--- config.mk ---
export PLATFORM = sky130hd
export DESIGN_NAME = sync_edge
export DESIGN_NICKNAME = d
export VERILOG_FILES = /design/src/rtl/sync_edge.sv
export SDC_FILE = /design/constraint.sdc
export NUM_CORES = 1
export LEC_CHECK = 0
export ABC_AREA = 1
export CAP_MARGIN = 20
export CORE_MARGIN = 5
export CORE_UTILIZATION = 39
export CTS_CLUSTER_SIZE = 14
export DETAILED_ROUTE_END_ITERATION = 16
export GPL_ROUTABILITY_DRIVEN = 1
export PLACE_DENSITY = 0.77
export SKIP_LAST_GASP = 1
export SLEW_MARGIN = 40
export SYNTH_ARGS = -nofsm -noshare
export SYNTH_HDL_FRONTEND = slang
export SYNTH_SLANG_ARGS = --single-unit
--- constraint.sdc ---
create_clock -name clk -period 0.8 [get_ports clk]
set_clock_uncertainty 0.2 [all_clocks]
set_input_delay 0.16 -clock clk [delete_from_list [all_inputs] [get_ports clk]]
set_output_delay 0.16 -clock clk [all_outputs]
set_load 0.1 [all_outputs]
--- src/rtl/sync_edge.sv ---
// 2-flop synchroniser on an async strobe with rising-edge detect; data bus delayed in step.
// evt is valid 2 clk edges after the strobe is sampled high; a strobe already high at reset release is ignored.
module sync_edge #(
  parameter int DW = 8
) (
  input  logic          clk,
  input  logic          rst_n,
  input  logic          strb_in,
  input  logic [DW-1:0] dat_in,
  output logic          evt,
  output logic [DW-1:0] dat_out
);

  logic          s1_q, s1_d;
  logic          s2_q, s2_d;
  logic          prev_q, prev_d;
  logic [1:0]    arm_q, arm_d;
  logic [DW-1:0] d1_q, d1_d;
  logic [DW-1:0] d2_q, d2_d;

  always_comb begin
    s1_d  = strb_in;
    s2_d  = s1_q;
    d1_d  = dat_in;
    d2_d  = d1_q;
    arm_d = {arm_q[0], 1'b1};
    // Until s2 carries a real post-reset sample, pretend the strobe was high so no edge is seen.
    prev_d = arm_q[1] ? s2_q : 1'b1;
  end

  always_ff @(posedge clk) begin
    if (!rst_n) begin
      s1_q   <= 1'b0;
      s2_q   <= 1'b0;
      prev_q <= 1'b1;
      arm_q  <= 2'b00;
      d1_q   <= '0;
      d2_q   <= '0;
    end else begin
      s1_q   <= s1_d;
      s2_q   <= s2_d;
      prev_q <= prev_d;
      arm_q  <= arm_d;
      d1_q   <= d1_d;
      d2_q   <= d2_d;
    end
  end

  assign evt     = arm_q[1] & s2_q & ~prev_q;
  assign dat_out = d2_q;

endmodule

==> results by group, run 1 <==
Run status
  • Status: complete, but fails checks
  • Violated checks: negative setup slack

Power
  • Gate power share: 15.7%
  • Sw Share: 26.6%
  • Switching power: 505 uW
  • Sequential Power Share: 58.0%
  • Leak: 0.531 nW
  • Clk pwr share: 26.3%
  • Pwr Total: 1.90 mW
  • P_int: 1.40 mW
  • Worst IR Drop VDD: 0.00123 V
  • Power density cells: 1940 nW/um^2

Detailed routing
  • Post-route ant nets: 0
  • DR WL/cell: 9.09 um
  • Vias: 430
  • Post-Route WL: 964 um
  • DRT Pass-1 Iters: 1
  • Via-to-Cell Ratio: 4.06
  • # DRC: 0
  • Iter 0 DRT Violations: 0

Synth
  • Cell taking the most area after synthesis: dfxtp_1
  • Yosys reg bits: 21
  • Syn avg cell area: 9.26 um^2
  • Sequential fraction of the synthesis area: 69.9%
  • Ys flop type: dfxtp_1
  • EDFF count, synth: 0
  • Post-synth ARST share: 0%
  • Synth Instances: 65
  • Area of the mapped netlist: 602 um^2
  • Post-synth cell types: 6
  • Syn nets: 76
  • Commonest cells in the netlist: 21 x dfxtp_1, 20 x inv_1, 20 x nand2_1
  • Area contributors post-synth: dfxtp_1 70%, inv_1 12%, nand2_1 12%
  • Ys Warns: 0
  • Top-area cell type share of the netlist area: 69.9%
  • Most frequent cell after synthesis: dfxtp_1

Floorplan
  • Overall die area: 2430 um^2
  • Core Area: 1490 um^2
  • DIE WIDTH: 49.3 um
  • Io pins: 20
  • Initial Util: 40.4%
  • Die Ht: 49.3 um
  • Core Rows: 14

Critical path
  • Worst EP required: 0.44 ns
  • R2r endpoint: prev_q
  • Register-to-Register Path Depth: 2
  • Worst R2R Setup Slack: 0.02 ns
  • Crit path launch type: flop
  • Worst Path Max Fanout: 2
  • Worst R2R Start: arm_q[1]
  • Crit Path Class: flop to primary output
  • Crit path DAT: 1.01 ns
  • Crit. End Element: primary output

STA
  • Max_slew headroom: 91.4%
  • Max Transition Viols Final: 0
  • Measured slew at the worst slew-check pin: 0.128 ns
  • Fin. Hold Viols: 0
  • Final TNS setup: -3.72 ns
  • Post-route setup slack: -0.575 ns
  • Final setup fails: 9
  • Final worst-path cycle share: 172%
  • Peak Freq: 727 MHz
  • Tightest hold margin: 0.131 ns
  • Crit path time final: 1.37 ns
  • RSZ-0062 raised after global routing: yes

CTS
  • Setup bufs post-CTS: 0
  • CTS clk-pin slew, worst paths: 0.12 ns
  • CTS tree: built
  • CTS Hold Buffers Added: 0
  • Worst-skew pair later-pin latency: 0.30 ns
  • Root buffer cell: clkbuf_4
  • Clock sinks: 21
  • CTS Buf Count: 3
  • H-tree depth: 1
  • CTS max path bufs: 2

Placed design
  • IO Port Bufs: 19
  • Placed cells: 101
  • Dpl cell area: 940 um^2
  • DP Wirelength: 711 um
  • Post-place setup slack: -0.415 ns
  • Final RePlAce weighted congestion: 0.630

Final layout
  • Final Core Density: 66.0%
  • Final std cells w/o fill: 106
  • Antenna Cells: 0
  • Fraction of layout cells with a size suffix above 1: 32.2%
  • Area Growth Syn to Fin: 63.2%
  • Fillers: 109
  • Nets: 102
  • Final Cell Area: 982 um^2

Global routing
  • Global-route wire length before repair: 1550 um
  • Initial antenna violation count: 0
  • Vias in the first global route: 381
  • GRT Util Overall: 9.04%
  • GRT overflow: 0
  • Largest net degree at the start of global routing: 13

Job
  • Max-capacitance violation count: 0

Hold path
  • Hold Path Class: input port to flop
  • Hold Startpoint: rst_n
  • Worst Hold End: arm_q[0]
  • Hold depth: 2
worst max-delay path by stage:
stage / startpoint / to / slack, ns / cells past startpoint
6_report: s2_q / evt / -0.57 / 3
3_3_place_gp: rst_n / dat_out[2] / -0.37 / 4
5_1_grt: s2_q / evt / -0.63 / 3
4_1_cts: s2_q / evt / -0.58 / 3
3_5_place_dp: rst_n / dat_out[6] / -0.41 / 4
2_1_floorplan: arm_q[1] / evt / -0.42 / 2
per-layer routing:
metal | global-route usage [%] | wire (um) | up-vias
li1 | - | - | 223
met1 | 8.41 | 356 | 186
met2 | 14.8 | 476 | 16
met3 | 2.75 | 82 | 5
met4 | 9.42 | 48 | 0
met5 | 0 | 0 | -
layout by cell type, fill, tap and decap left out, types with 2 or more instances in the layout:
cell type	n
nand2_1	20
clkbuf_4	3
buf_12	9
inv_1	20
dfxtp_2	2
dfxtp_4	8
clkdlybuf4s50_1	9
buf_4	2
dfxtp_1	11
critical path: stages, from the launching register on:
cell and delay, ns:
dfxtp_2 0.35, nand2_1 0.08, nor2_4 0.10, buf_12 0.18
cells by family after synthesis:
family | synth area share [%]
buffers and inverters | 16.2
flip-flops | 69.9
AND/OR/NAND/NOR | 13.9
power by group through the flow:
| stage | clock network, mW | logic (mW) | registers [mW] |
|---|---|---|---|
| 3_3_place_gp | 0 | 0.290 | 1.13 |
| 4_1_cts | 0.513 | 0.300 | 1.10 |
| 2_1_floorplan | 0 | 0.0517 | 1.23 |
| 3_5_place_dp | 0 | 0.296 | 1.13 |
| 5_1_grt | 0.571 | 0.316 | 1.11 |
| 6_report | 0.500 | 0.299 | 1.10 |
sequential cells by signal, indices dropped and copies added, names as in the netlist:
signal	count
arm_q	2
s1_q	1
dat_out	8
d1_q	8
prev_q	1
s2_q	1
area by class of cell:
type	instances	area, um^2	area share [%]
Multi-Input combinational cell	22	96.3	9.81
Inverter	20	75.1	7.64
Tap cell	16	20.0	2.04
Clock inverter	1	5.00	0.510
Timing Repair Buffer	23	310	31.6
Sequential cell	21	453	46.1
Clock buffer	3	22.5	2.29
what timing repair did:
| action | 4_1_cts | 5_1_grt |
|---|---|---|
| hold endpoints to repair | 0 | 0 |
| cloned | 1 | 0 |
| gates resized for setup | 4 | 1 |
| endpoints found under the setup margin | 29 | 10 |
No activity file was read; power rests on OpenSTA's default activity.
==> run 2: changes to the inputs <==
--- a/config.mk
+++ b/config.mk
@@ -9,10 +9,10 @@
 export CAP_MARGIN = 20
 export CORE_MARGIN = 5
 export CORE_UTILIZATION = 39
-export CTS_CLUSTER_SIZE = 14
+export CTS_CLUSTER_SIZE = 28
 export DETAILED_ROUTE_END_ITERATION = 16
 export GPL_ROUTABILITY_DRIVEN = 1
-export PLACE_DENSITY = 0.77
+export PLACE_DENSITY = 0.78
 export SKIP_LAST_GASP = 1
 export SLEW_MARGIN = 40
 export SYNTH_ARGS = -nofsm -noshare
==> run 2 against run 1 <==
The flow still finishes with violations (negative setup slack). Clock power fell by 4.8%. Total power is 0.99% lower. Combinational power increased by 2%. Largest power group unchanged. Sequential share of layout area shrank 0.47 points. Die area stayed put. Via count decreased by 2.1%. Flip-flop and latch count stayed put. Hold slack barely moved.
==> results by group, run 2 (synthesis results as in run 1) <==
Global routing
  • GRT Util Overall: 8.92% (-0.12 points)
  • GRT overflow: 0 (unchanged)
  • Largest net degree at the start of global routing: 12 (-1)
  • Initial antenna violation count: 0 (unchanged)
  • Vias in the first global route: 376 (-1.3%)
  • Global-route wire length before repair: 1620 um (+4.9%)

Run status
  • Status: complete, but fails checks
  • Violated checks: negative setup slack

Placed design
  • Final RePlAce weighted congestion: 0.618 (-1.9%)
  • IO Port Bufs: 19 (unchanged)
  • Placed cells: 101 (unchanged)
  • Dpl cell area: 940 um^2 (unchanged)
  • DP Wirelength: 765 um (+7.5%)

Floorplan
  • DIE WIDTH: 49.3 um (unchanged)
  • Core Rows: 14 (unchanged)
  • Die Ht: 49.3 um (unchanged)
  • Initial Util: 40.4% (unchanged)
  • Core Area: 1490 um^2 (unchanged)
  • Overall die area: 2430 um^2 (unchanged)
  • Io pins: 20 (unchanged)

Critical path
  • Worst Path Max Fanout: 2 (unchanged)
  • Worst EP required: 0.44 ns (about the same)
  • Crit Path Class: flop to primary output
  • Crit path launch type: flop
  • Crit. End Element: primary output
  • Crit path DAT: 0.99 ns (-0.02 ns)

Detailed routing
  • Vias: 421 (-2.1%)
  • Post-route ant nets: 0 (unchanged)
  • Iter 0 DRT Violations: 1 (+1)
  • Via-to-Cell Ratio: 3.93 (-3.0%)
  • DR WL/cell: 9.21 um (+1.3%)
  • # DRC: 0 (unchanged)
  • Post-Route WL: 986 um (+2.3%)
  • DRT Pass-1 Iters: 2 (+1)

STA
  • Final worst-path cycle share: 169% (-3.3 points)
  • Post-route setup slack: -0.548 ns (+0.0266 ns)
  • Final setup fails: 10 (+1)
  • Max Transition Viols Final: 0 (unchanged)
  • Peak Freq: 742 MHz (+2.0%)
  • Max_slew headroom: 91.9% (+0.43 points)
  • Final TNS setup: -3.64 ns (+0.0749 ns)
  • Crit path time final: 1.35 ns (-0.0266 ns)
  • Measured slew at the worst slew-check pin: 0.122 ns (-0.00646 ns)
  • Fin. Hold Viols: 0 (unchanged)
  • Tightest hold margin: 0.131 ns (-0.000177 ns)
  • RSZ-0062 raised after global routing: yes

Final layout
  • Fillers: 115 (+5.5%)
  • Area Growth Syn to Fin: 64.9%
  • Area of the multi-input gates: 96.3 um^2 (unchanged)
  • Final Cell Area: 992 um^2 (+1.0%)
  • Nets: 103 (+0.98%)
  • Antenna Cells: 0 (unchanged)
  • Final std cells w/o fill: 107 (+0.94%)
  • Most frequent cells in the layout: 20 x nand2_1, 20 x inv_1, 11 x dfxtp_1
  • Register area: 453 um^2 (unchanged)
  • Fraction of layout cells with a size suffix above 1: 31.9% (-0.35 points)

CTS
  • CTS clk-pin slew, worst paths: 0.10 ns (-0.02 ns)
  • CTS tree: built
  • CTS Buf Count: 3 (unchanged)
  • CTS max path bufs: 2 (unchanged)
  • Worst-skew pair later-pin latency: 0.29 ns (about the same)
  • Clock sinks: 21 (unchanged)
  • Root buffer cell: clkbuf_4
  • CTS Hold Buffers Added: 0 (unchanged)
  • H-tree depth: 1 (unchanged)

Power
  • Power density cells: 1900 nW/um^2 (-2.0%)
  • Leak: 0.535 nW (+0.64%)
  • Worst IR Drop VDD: 0.00167 V (+36%)
  • Pwr Total: 1.88 mW (-0.99%)

Hold path
  • Hold Path Class: input port to flop

Job
  • Max-capacitance violation count: 0 (unchanged)
[run 2: changes by cell type in the layout (fill, tap and decap cells not counted)]
cell	change
clkinv_2	-1
buf_6	+1
clkbuf_1	+1
[run 2: area by class of cell]
cell class,instances,share of cell area (%)
multi-input combinational,22,9.71
sequential,21,45.6
timing repair buffer,24,32.4
tap,16,2.02
clock buffer,4,2.65
inverter,20,7.57
[run 2: worst paths after layout]
path / start / end / slack, ns / depth (start not counted)
min: rst_n / arm_q[0] / 0.13 / 2
max reg2reg: arm_q[1] / prev_q / -0.07 / 3
min reg2reg: s1_q / s2_q / 0.21 / 2
max: arm_q[1] / evt / -0.55 / 3
[run 2: power breakdown]
group / total [mW] / internal, mW / switching (mW)
Combinational: 0.304 / 0.135 / 0.169
Sequential: 1.10 / 1.08 / 0.0236
Clock: 0.476 / 0.194 / 0.282
Total: 1.88 / 1.41 / 0.475
[run 2: timing repair]
action | in CTS | in global routing
endpoints found under the hold margin | 0 | 0
buffers inserted | 0 | 1
gates cloned | 1 | 0
resized for setup | 4 | 2
setup endpoints to repair | 29 | 10
[run 2: worst max-delay path, cell delays in order, from the launching register on]
cell and delay (ns):
dfxtp_2 0.34, nand2_1 0.08, nor2_4 0.10, buf_12 0.18
[run 2: per-stage QoR]
step           util, %  setup WS [ns]
3_5_place_dp      63.1         -0.412
6_report          66.6         -0.548
5_1_grt           66.6         -0.623
4_1_cts           65.5         -0.567
2_1_floorplan        -         -0.420
3_3_place_gp      63.1         -0.372
[run 2: routing by layer]
layer,share of wire [%],global-route usage (%)
met1,41,9.36
met2,50,14.4
met3,6.8,3.06
met4,2.3,6.73
met5,0,0
==> run 3: changes to the inputs <==
--- a/config.mk
+++ b/config.mk
@@ -6,6 +6,7 @@
 export NUM_CORES = 1
 export LEC_CHECK = 0
 export ABC_AREA = 1
+export ABC_CLOCK_PERIOD_IN_PS = 800
 export CAP_MARGIN = 20
 export CORE_MARGIN = 5
 export CORE_UTILIZATION = 39
==> results of run 3 <==
Final layout, timing and power as in run 2 (identical DEF).
